File: src/rtl/hack_mem_pkg.sv
// Shared memory-map definitions for the Hack-style memory system.
//
// Contents:
//   RAM_LO / RAM_HI             : general-purpose RAM window
//   SCREEN_LO_DEF / SCREEN_HI_DEF: default screen (frame buffer) window
//   KBD_ADDR                    : memory-mapped keyboard register
//   port_idx_t                  : requester port index (M0 / M1)
package hack_mem_pkg;

  localparam logic [15:0] RAM_LO        = 16'h0000;
  localparam logic [15:0] RAM_HI        = 16'h3FFF;
  localparam logic [15:0] SCREEN_LO_DEF = 16'h4000;
  localparam logic [15:0] SCREEN_HI_DEF = 16'h5FFF;
  localparam logic [15:0] KBD_ADDR      = 16'h6000;

  typedef enum logic {
    PORT_M0 = 1'b0,
    PORT_M1 = 1'b1
  } port_idx_t;

endpackage

File: src/rtl/mem_region_decode.sv
// Address decoder for the screen region.
//
// Parameters:
//   ADDR_W    : address width
//   SCREEN_LO : first screen address (inclusive)
//   SCREEN_HI : last screen address (inclusive)
// Ports:
//   addr      : address to classify
//   in_screen : 1 when addr lies inside [SCREEN_LO, SCREEN_HI]
module mem_region_decode
  import hack_mem_pkg::*;
#(
  parameter int                ADDR_W    = 16,
  parameter logic [ADDR_W-1:0] SCREEN_LO = ADDR_W'(SCREEN_LO_DEF),
  parameter logic [ADDR_W-1:0] SCREEN_HI = ADDR_W'(SCREEN_HI_DEF)
) (
  input  logic [ADDR_W-1:0] addr,
  output logic              in_screen
);

  assign in_screen = (addr >= SCREEN_LO) && (addr <= SCREEN_HI);

endmodule

File: src/rtl/mem_arbiter.sv
// Two-port round-robin arbiter in front of a single-ported memory.
//
// Requester ports (k = 0, 1):
//   mk_req, mk_we, mk_addr, mk_wdata : access request (inputs)
//   mk_gnt                           : request accepted this cycle
//   mk_rvalid, mk_rdata              : read return, one cycle after grant
// Memory side:
//   mem_load, mem_address, mem_in    : access presented to the memory
//   mem_busy                         : screen region cannot take an access
//   mem_out                          : read data, one cycle after address
//
// Handshake: a requester raises mk_req with mk_we/mk_addr/mk_wdata and holds
// them stable until mk_gnt is sampled high on a rising edge; that edge is the
// transfer. mk_gnt is combinational from the request (zero added latency).
// A granted read returns exactly one mk_rvalid pulse on the following cycle
// on the same port; writes never produce mk_rvalid.
module mem_arbiter
  import hack_mem_pkg::*;
#(
  parameter int                DATA_W    = 16,
  parameter int                ADDR_W    = 16,
  parameter logic [ADDR_W-1:0] SCREEN_LO = ADDR_W'(SCREEN_LO_DEF),
  parameter logic [ADDR_W-1:0] SCREEN_HI = ADDR_W'(SCREEN_HI_DEF)
) (
  input  logic              clk,
  input  logic              reset,

  input  logic              m0_req,
  input  logic              m0_we,
  input  logic [ADDR_W-1:0] m0_addr,
  input  logic [DATA_W-1:0] m0_wdata,
  output logic              m0_gnt,
  output logic              m0_rvalid,
  output logic [DATA_W-1:0] m0_rdata,

  input  logic              m1_req,
  input  logic              m1_we,
  input  logic [ADDR_W-1:0] m1_addr,
  input  logic [DATA_W-1:0] m1_wdata,
  output logic              m1_gnt,
  output logic              m1_rvalid,
  output logic [DATA_W-1:0] m1_rdata,

  output logic              mem_load,
  output logic [ADDR_W-1:0] mem_address,
  output logic [DATA_W-1:0] mem_in,
  input  logic              mem_busy,
  input  logic [DATA_W-1:0] mem_out
);

  // State
  port_idx_t         prio_q;
  logic              rd_pending_q;
  port_idx_t         rd_port_q;
  logic [ADDR_W-1:0] addr_q;
  logic [DATA_W-1:0] wdata_q;

  // Region decode, one decoder per port
  logic in_screen0, in_screen1;

  mem_region_decode #(
    .ADDR_W   (ADDR_W),
    .SCREEN_LO(SCREEN_LO),
    .SCREEN_HI(SCREEN_HI)
  ) u_decode0 (
    .addr     (m0_addr),
    .in_screen(in_screen0)
  );

  mem_region_decode #(
    .ADDR_W   (ADDR_W),
    .SCREEN_LO(SCREEN_LO),
    .SCREEN_HI(SCREEN_HI)
  ) u_decode1 (
    .addr     (m1_addr),
    .in_screen(in_screen1)
  );

  // A busy screen only stalls requests that target the screen; the other
  // port keeps flowing.
  logic elig0, elig1;
  assign elig0 = m0_req && !(mem_busy && in_screen0);
  assign elig1 = m1_req && !(mem_busy && in_screen1);

  // Arbitration and memory-side drive
  logic              gnt_any;
  port_idx_t         gnt_port;
  logic              sel_we;
  logic [ADDR_W-1:0] sel_addr;
  logic [DATA_W-1:0] sel_wdata;

  always_comb begin
    gnt_any  = 1'b0;
    gnt_port = PORT_M0;
    if (!reset) begin
      if (elig0 && elig1) begin
        gnt_any  = 1'b1;
        gnt_port = prio_q;
      end else if (elig0) begin
        gnt_any  = 1'b1;
        gnt_port = PORT_M0;
      end else if (elig1) begin
        gnt_any  = 1'b1;
        gnt_port = PORT_M1;
      end
    end

    sel_we    = (gnt_port == PORT_M1) ? m1_we    : m0_we;
    sel_addr  = (gnt_port == PORT_M1) ? m1_addr  : m0_addr;
    sel_wdata = (gnt_port == PORT_M1) ? m1_wdata : m0_wdata;

    m0_gnt   = gnt_any && (gnt_port == PORT_M0);
    m1_gnt   = gnt_any && (gnt_port == PORT_M1);
    mem_load = gnt_any && sel_we;

    // Idle cycles keep the last granted address/data on the bus.
    if (reset) begin
      mem_address = '0;
      mem_in      = '0;
    end else if (gnt_any) begin
      mem_address = sel_addr;
      mem_in      = sel_wdata;
    end else begin
      mem_address = addr_q;
      mem_in      = wdata_q;
    end
  end

  always_ff @(posedge clk) begin
    if (reset) begin
      prio_q       <= PORT_M0;
      rd_pending_q <= 1'b0;
      rd_port_q    <= PORT_M0;
      addr_q       <= '0;
      wdata_q      <= '0;
    end else if (gnt_any) begin
      prio_q       <= (gnt_port == PORT_M0) ? PORT_M1 : PORT_M0;
      rd_pending_q <= !sel_we;
      rd_port_q    <= gnt_port;
      addr_q       <= sel_addr;
      wdata_q      <= sel_wdata;
    end else begin
      rd_pending_q <= 1'b0;
    end
  end

  // Read return. Gating with reset drops a read that was granted in the
  // cycle just before reset rose.
  assign m0_rvalid = rd_pending_q && (rd_port_q == PORT_M0) && !reset;
  assign m1_rvalid = rd_pending_q && (rd_port_q == PORT_M1) && !reset;
  assign m0_rdata  = m0_rvalid ? mem_out : '0;
  assign m1_rdata  = m1_rvalid ? mem_out : '0;

endmodule

File: config.mk
export PLATFORM = sky130hd
export DESIGN_NAME = mem_arbiter
export DESIGN_NICKNAME = d
export VERILOG_FILES = /design/src/rtl/hack_mem_pkg.sv /design/src/rtl/mem_region_decode.sv /design/src/rtl/mem_arbiter.sv
export SDC_FILE = /design/constraint.sdc
export NUM_CORES = 1
export LEC_CHECK = 0
export BUFFER_PORTS_ARGS = -buffer_cell sky130_fd_sc_hd__buf_4
export CAP_MARGIN = 10
export CORE_ASPECT_RATIO = 1.25
export CORE_MARGIN = 2
export CORE_UTILIZATION = 41
export DETAILED_ROUTE_END_ITERATION = 12
export PLACE_DENSITY = 0.95
export SYNTH_ARGS = -nofsm -noshare
export SYNTH_HDL_FRONTEND = slang
export SYNTH_SLANG_ARGS = --single-unit
File: constraint.sdc
create_clock -name clk -period 4.3 [get_ports clk]
set_clock_uncertainty 0.05 [all_clocks]
set_input_delay 0.86 -clock clk [delete_from_list [all_inputs] [get_ports clk]]
set_output_delay 0.86 -clock clk [all_outputs]
set_load 0.01 [all_outputs]
# Word level (Yosys, flattened, before mapping)
# Cells that the tools add are included.
# Widths: inputs -> output; s select.
# op_classes
n_div	0
n_reduce_logical	19
n_eq_ne	0
n_shift	0
bitwise_logic	3
addsub	0
n_mul	0
mux	17
n_lt_le_gt_ge	4
# op_table
cell	count
$mux 16	8
$ge 16x15->1 const B	2
$le 16x15->1 const B	2
$logic_and 1x1->1	14
$mux 1	9
$logic_not 1->1	4
$not 1->1	3
$reduce_or 2->1	1
# word_totals
latch_bits	0
romBits	0
mem_bits_rw	0
memories	0
reg_bits	35

# Depth between registers and ports, before layout
# Gate-level depths: netlist (run 1).
# depth
word_depth	12
depth_mapped	6
ltp_nobuf	4

# Cells and area by module
# From an unflattened synthesis (run 1), not the netlist that was laid out.
# unflattened
hier_cells	196
hier_area_um2	1635.3
# by_module_without_submodules
module	n_inst	seq_area_each_um2	cells_each	area_each_um2
mem_arbiter	1	700.7	194	1610.3
mem_region_decode	2	0.0	1	12.5

# Worst setup path before layout (run 1)
# OpenSTA, ideal clock, no wires.
# synth_timing
path_type	input -> output
startpoint	input port m1_req
endpoint	output port mem_address[10]
path_stages	6
path_slack_ps	1386
arrival_time_ps	2004
cell_sequence	buf_6 -> and2_4 -> a2111oi_4 -> buf_6 -> a22oi_2 -> nand2_1
# synth_between
elab_chain_len	8
word_cells_on_any_way	12
cone_classes	10 x mux; 2 x reduce/logical
# synth_rtl
item	line_no	text
start: declaration	mem_arbiter.sv:36	input logic m1_req,
$logic_and 1x1->1 *	mem_arbiter.sv:83	assign elig1 = m1_req && !(mem_busy && in_screen1);
$mux 1	mem_arbiter.sv:102	end else if (elig1) begin
$mux 1	mem_arbiter.sv:99	end else if (elig0) begin
$mux 1	mem_arbiter.sv:96	if (elig0 && elig1) begin
$mux 1	mem_arbiter.sv:95	if (!reset) begin
$mux 16	mem_arbiter.sv:109	sel_addr = (gnt_port == PORT_M1) ? m1_addr : m0_addr;
$mux 16 *	mem_arbiter.sv:120	end else if (gnt_any) begin
$mux 16 *	--	
end: declaration	mem_arbiter.sv:45	output logic [ADDR_W-1:0] mem_address,
# Every way passes the cells marked *; elsewhere a longest branch is shown, timed or not.

# Worst setup path after layout (run 1)
# layout_timing
startpoint	input port m0_addr[13]
endpoint	output port mem_in[7]
# layout_between
elab_chain_len	11
word_cells_on_any_way	16
cone_classes	2 x order compare; 9 x mux; 5 x reduce/logical
# layout_rtl
item	line_no	text
start: declaration	mem_arbiter.sv:30	input logic [ADDR_W-1:0] m0_addr,
$ge 16x15->1 / $le 16x15->1 (equally long branches)	mem_region_decode.sv:21	assign in_screen = (addr >= SCREEN_LO) && (addr <= SCREEN_HI);
$logic_and 1x1->1 *	mem_region_decode.sv:21	
$logic_and 1x1->1 *	mem_arbiter.sv:82	assign elig0 = m0_req && !(mem_busy && in_screen0);
$logic_not 1->1 *	mem_arbiter.sv:82	
$logic_and 1x1->1 *	mem_arbiter.sv:82	
$mux 1 / $logic_and 1x1->1 (equally long branches)	mem_arbiter.sv:99, mem_arbiter.sv:96	
$mux 1	mem_arbiter.sv:96	
$mux 1	mem_arbiter.sv:95	
$mux 16	mem_arbiter.sv:110	sel_wdata = (gnt_port == PORT_M1) ? m1_wdata : m0_wdata;
$mux 16 *	mem_arbiter.sv:120	
$mux 16 *	--	
end: declaration	mem_arbiter.sv:46	output logic [DATA_W-1:0] mem_in,
# Marks and branches as above.

==> results of run 1 <==
synthesized netlist by cell type, drive strengths merged (2+ instances only):
library cell / number / area, um2
nand2: 61 / 229
dfxtp: 35 / 701
and2: 33 / 209
a22oi: 29 / 363
buf: 9 / 77.6
clkbuf: 5 / 18.8
inv: 3 / 11.3
nand2b: 3 / 18.8
a2111oi: 2 / 36.3
a21oi: 2 / 10.0
nand4bb: 2 / 38.8
nor2: 2 / 7.51
o31ai: 2 / 15.0
worst min path at each step:
stage / from / to
after floorplan: rd_port_q / rd_port_q
after global placement: addr_q[13] / addr_q[13]
after detailed placement: rd_port_q / rd_port_q
after CTS: rd_port_q / rd_port_q
after global routing: rd_port_q / rd_port_q
final: addr_q[13] / addr_q[13]
where the power goes:
part,total [mW],internal (mW),switching (mW)
logic,0.226,0.126,0.100
registers,0.364,0.352,0.0112
clock network,0.212,0.108,0.104
final cells by class:
cell class | instances | share of cell area, %
Clock buffer | 6 | 2.30
Inverter | 3 | 0.356
Multi-Input combinational cell | 152 | 34.2
Sequential cell | 35 | 22.2
Tap cell | 58 | 2.30
Timing Repair Buffer | 161 | 38.6
routing by layer:
layer / vias to the layer above / share of wire, %
li1: 1014 / -
met1: 943 / 35
met4: 0 / 1.9
met3: 10 / 7.9
met5: - / 0
met2: 116 / 55
flip-flops by register name, summed over array words and instances, names as in the netlist:
| register | cells |
|---|---|
| addr_q | 16 |
| prio_q | 1 |
| rd_pending_q | 1 |
| rd_port_q | 1 |
| wdata_q | 16 |
worst max-delay path, stage by stage:
cell,delay (ns)
buf_4,0.11
and4bb_4,0.37
o2111a_1,0.55
buf_12,0.22
nand2_1,0.07
nand2_1,0.08
buf_4,0.13
kinds of logic after synthesis:
logic type,after synthesis,share of synthesized area [%]
AOI/OAI and AO/OA,46,27.8
buffers and inverters,17,5.73
DFF,35,37.3
and+or+nand+nor,106,29.2
stage by stage:
step	total power, mW	hold slack (ns)	cells	cell area (um2)	worst slack [ns]
final	0.801	0.424	415	3160	0.986
after global routing	0.842	0.458	415	3160	0.845
after CTS	0.813	0.434	415	3160	0.974
after detailed placement	0.599	0.418	409	3090	0.981
after global placement	0.592	0.390	409	3090	0.989
after floorplan	0.467	0.391	204	1880	1.39
cells in the final DEF, fill, tap and decap left out, types with 2 or more instances in the layout:
| cell | n |
|---|---|
| a21oi_1 | 2 |
| a22oi_2 | 29 |
| and2_1 | 32 |
| buf_4 | 160 |
| clkbuf_8 | 5 |
| dfxtp_1 | 35 |
| inv_1 | 2 |
| nand2_1 | 61 |
| nand2b_1 | 3 |
| nor2_1 | 2 |
| o31ai_1 | 2 |
==> run_results.csv, run 1 <==
group,metric,value,unit
clocking,htree_levels,2,
timing,fmax,302,MHz
global_route,grt.total_usage,22.4,%
drt,drcViolationCount,0,
logic_synthesis,ys_types,35,
cells_and_area,register_area,701,um2
drt,vias,2083,
timing,setup_tns,0,ns
cells_and_area,drive_gt1_share,56.3,%
clocking,clk-insertion-delay-late,0.27,ns
clocking,clockBufferDepth,2,
logic_synthesis,postSynthAreaPerCell,9.21,um2
floorplanning,coreArea,0.00439,mm2
critical_path,endpoint_kind,"output port",
clocking,post_cts_buffers,0,
logic_synthesis,yosys_warnings,0,
timing,maxSlewHeadroom,65.6,%
cells_and_area,final.fill_count,342,
logic_synthesis,async_flop_share,0,%
timing,maxSlewViolCount,0,
drt,dr.pass1.iters,4,
critical_path,timing.rr.start,"prio_q",
drt,viasPerCell,5.02,
timing,timing.final.crit_share,77.1,%
timing,hold_violations,0,
drt,finalWirelength,5.83,mm
critical_path,crit_path_start_kind,"input pin",
logic_synthesis,ys_seq_elements,35,
critical_path,reg2regPathDepth,5,
logic_synthesis,synth_edf_count,0,
pwr,p_per_area,254,mW/mm2
clocking,clk_pin_slew,0.07,ns
clocking,cts_inserted_buffers,5,
min_path,hp-class,"flop to flop",
critical_path,crit_fanout,20,
min_path,whs_path_depth,2,
logic_synthesis,syn_inst,204,
timing,rsz0062_at_grt,"false",
pwr,leakage,1.60,nW
global_route,grt_use_met2,44.4,%
critical_path,endpoint,"mem_in[7]",
critical_path,cp-startpoint,"m0_addr[13]",
critical_path,ff2ff_setup_slack,2.75,ns
clocking,cts_hold_buffers,0,
global_route,grt_pass1_vias,2059,
global_route,grt_max_degree,22,
floorplanning,rows,27,
critical_path,crit_type,"input pin to output port",
logic_synthesis,ys_seq_area_share,37.3,%
job,drv_cap,0,
cells_and_area,diodes,0,
clocking,root_buffer,"clkbuf_8",
clocking,cts.sinks,35,
logic_synthesis,synthesis.nets,291,
drt,drt_iter0_drc,56,
global_route,top_usage_layer,"met2",
cells_and_area,fin_util,72.0,%
critical_path,arrival,2.40,ns
floorplanning,initial_utilization,42.8,%
floorplanning,ioPinCount,156,
clocking,cts_resized,0,
place,port_buffers,155,
drt,postRouteAntennaNets,0,
cells_and_area,final_nets,445,
place,place_hpwl,4.75,mm
cells_and_area,area_delta_synth_final,68.2,%
drt,wl_per_cell,14.0,um
floorplanning,die_h,79.7,um
global_route,grt_util_met1,21.0,%
floorplanning,die-width,64.6,um
status,outcome,"complete, no violations",
timing,worstMarginPinSlew,0.517,ns
pwr,ir_drop,0.190,mV
logic_synthesis,synthFlopType,"dfxtp_1",
logic_synthesis,synth_area,0.00188,mm2
critical_path,r2r_end,"addr_q[11]",
timing,setup_viol,0,
global_route,grt_pass1_wl,9.05,mm
timing,finalCriticalPeriod,3.31,ns
clocking,cts_tree,"built",
global_route,gr-usage-met3,5.92,%
global_route,grt_overflow,0,
critical_path,worstPathRequired,3.39,ns
floorplanning,dieArea,0.00514,mm2
place,place_congestion,0.869,
global_route,antenna_found_initial,0,
cells_and_area,multi_input_area,0.00108,mm2
No activity file was read; power rests on OpenSTA's default activity.
==> run 2: changes to the inputs <==
--- a/config.mk
+++ b/config.mk
@@ -9,9 +9,9 @@
 export CAP_MARGIN = 10
 export CORE_ASPECT_RATIO = 1.25
 export CORE_MARGIN = 2
-export CORE_UTILIZATION = 41
+export CORE_UTILIZATION = 35
 export DETAILED_ROUTE_END_ITERATION = 12
-export PLACE_DENSITY = 0.95
+export PLACE_DENSITY = 0.88
 export SYNTH_ARGS = -nofsm -noshare
 export SYNTH_HDL_FRONTEND = slang
 export SYNTH_SLANG_ARGS = --single-unit
==> constraint.sdc (replaced) <==
create_clock -name clk -period 2.9 [get_ports clk]
set_clock_uncertainty 0.05 [all_clocks]
set_input_delay 0.58 -clock clk [delete_from_list [all_inputs] [get_ports clk]]
set_output_delay 0.58 -clock clk [all_outputs]
set_load 0.01 [all_outputs]
==> run_results.csv, run 2 (synthesis gave the netlist of run 1 again) <==
group,metric,value,unit
global_route,top_usage_layer,"met2",
global_route,gr-usage-met3,6.23,%
pwr,leakage,1.61,nW
cells_and_area,area_delta_synth_final,70.6,%
cells_and_area,reg_top3,"addr_q (16), wdata_q (16)",
clocking,htree_levels,2,
drt,drcViolationCount,0,
pwr,p_per_area,392,mW/mm2
timing,finalCriticalPeriod,2.72,ns
place,place_ws,0.174,ns
timing,worstMarginPinSlew,0.455,ns
critical_path,cp-startpoint,"m1_addr[15]",
cells_and_area,final.fill_count,425,
critical_path,crit_path_start_kind,"input pin",
clocking,clockBufferDepth,2,
min_path,whs_path_depth,2,
timing,fmax,367,MHz
critical_path,ff2ff_setup_slack,1.34,ns
pwr,ir_drop,0.325,mV
min_path,hp-class,"flop to flop",
timing,timing.final.ws_setup,0.176,ns
status,outcome,"complete, no violations",
drt,postRouteAntennaNets,0,
floorplanning,ioPinCount,156,
timing,timing.final.crit_share,93.9,%
floorplanning,rows,29,
clocking,root_buffer,"clkbuf_8",
drt,viasPerCell,4.90,
critical_path,r2r_end,"wdata_q[5]",
cells_and_area,final_common_cell,"buf_4",
drt,finalWirelength,5.74,mm
floorplanning,die-width,69.5,um
global_route,grt_use_met2,36.5,%
clocking,cts_resized,0,
cells_and_area,diodes,0,
place,place_hpwl,4.64,mm
timing,hold_violations,0,
critical_path,crit_type,"input pin to output port",
critical_path,endpoint,"mem_in[5]",
cells_and_area,final_nets,445,
drt,vias,2065,
cells_and_area,fin_util,62.7,%
floorplanning,dieArea,0.00598,mm2
global_route,grt_pass1_wl,9.20,mm
floorplanning,die_h,85.9,um
cells_and_area,final_cell_mix,"buf_4, nand2_1, dfxtp_1",
drt,dr.pass1.iters,4,
drt,wl_per_cell,13.6,um
global_route,grt_pass1_vias,2098,
global_route,grt_max_degree,32,
critical_path,endpoint_kind,"output port",
place,place_congestion,0.883,
place,port_buffers,155,
clocking,clk_pin_slew,0.07,ns
timing,rsz0062_at_grt,"false",
clocking,cts_inserted_buffers,5,
global_route,antenna_found_initial,0,
critical_path,timing.rr.start,"prio_q",
timing,maxSlewHeadroom,69.7,%
floorplanning,coreArea,0.00512,mm2
drt,drt_iter0_drc,37,
clocking,cts_tree,"built",
timing,holdWs,0.426,ns
floorplanning,initial_utilization,36.7,%
critical_path,reg2regPathDepth,5,
clocking,cts_hold_buffers,0,
critical_path,crit_fanout,31,
clocking,cts.sinks,35,
clocking,post_cts_buffers,0,
global_route,grt_util_met1,18.5,%
critical_path,worstPathRequired,2.27,ns
job,drv_cap,0,
timing,setup_viol,0,
global_route,grt.total_usage,18.7,%
cells_and_area,drive_gt1_share,56.5,%
timing,setup_tns,0,ns
timing,maxSlewViolCount,0,
global_route,grt_overflow,0,
clocking,clk-insertion-delay-late,0.27,ns
critical_path,arrival,2.09,ns
run 2: cell types whose count changed in the layout (fill, tap and decap cells not counted):
| cell | previous run | this run |
|---|---|---|
| clkbuf_8 | 5 | 7 |
| buf_12 | 1 | 2 |
| buf_4 | 160 | 159 |
run 2: cell type report:
| type | instances | area [um2] | area share (%) |
|---|---|---|---|
| clock buffer | 8 | 100 | 3.12 |
| tap | 62 | 77.6 | 2.42 |
| sequential | 35 | 701 | 21.9 |
| timing repair buffer | 161 | 1230 | 38.5 |
| multi-input combinational | 152 | 1080 | 33.8 |
| inverter | 3 | 11.3 | 0.351 |
run 2: how the worst min path moves through the flow:
stage	startpoint	endpoint	slack, ns
2_1_floorplan	rd_port_q	rd_port_q	0.39
3_3_place_gp	addr_q[13]	addr_q[13]	0.40
3_5_place_dp	addr_q[13]	addr_q[13]	0.41
4_1_cts	addr_q[13]	addr_q[13]	0.43
5_1_grt	m1_we	rd_pending_q	0.44
6_report	addr_q[13]	addr_q[13]	0.43
run 2: per-layer routing:
| metal | part of all wire, % | vias to the layer above |
|---|---|---|
| met4 | 1.5 | 0 |
| li1 | - | 1013 |
| met1 | 35 | 928 |
| met3 | 11 | 6 |
| met5 | 0 | - |
| met2 | 52 | 118 |
run 2: critical path, stage by stage:
cell       delay, ns
buf_4           0.12
nand4bb_4       0.30
a2111oi_4       0.47
buf_12          0.28
a22oi_2         0.08
nand2_1         0.12
buf_4           0.13
run 2: metrics by stage:
step,cells,power [mW],cell area (um2)
after floorplan,204,0.692,1880
after global placement,413,0.879,3110
after detailed placement,413,0.890,3110
after CTS,421,1.27,3210
after global routing,421,1.32,3210
final,421,1.26,3210
run 2: power by group:
group | total (mW) | internal (mW) | switching, mW
Combinational | 0.337 | 0.188 | 0.148
Sequential | 0.539 | 0.522 | 0.0165
Clock | 0.381 | 0.217 | 0.164
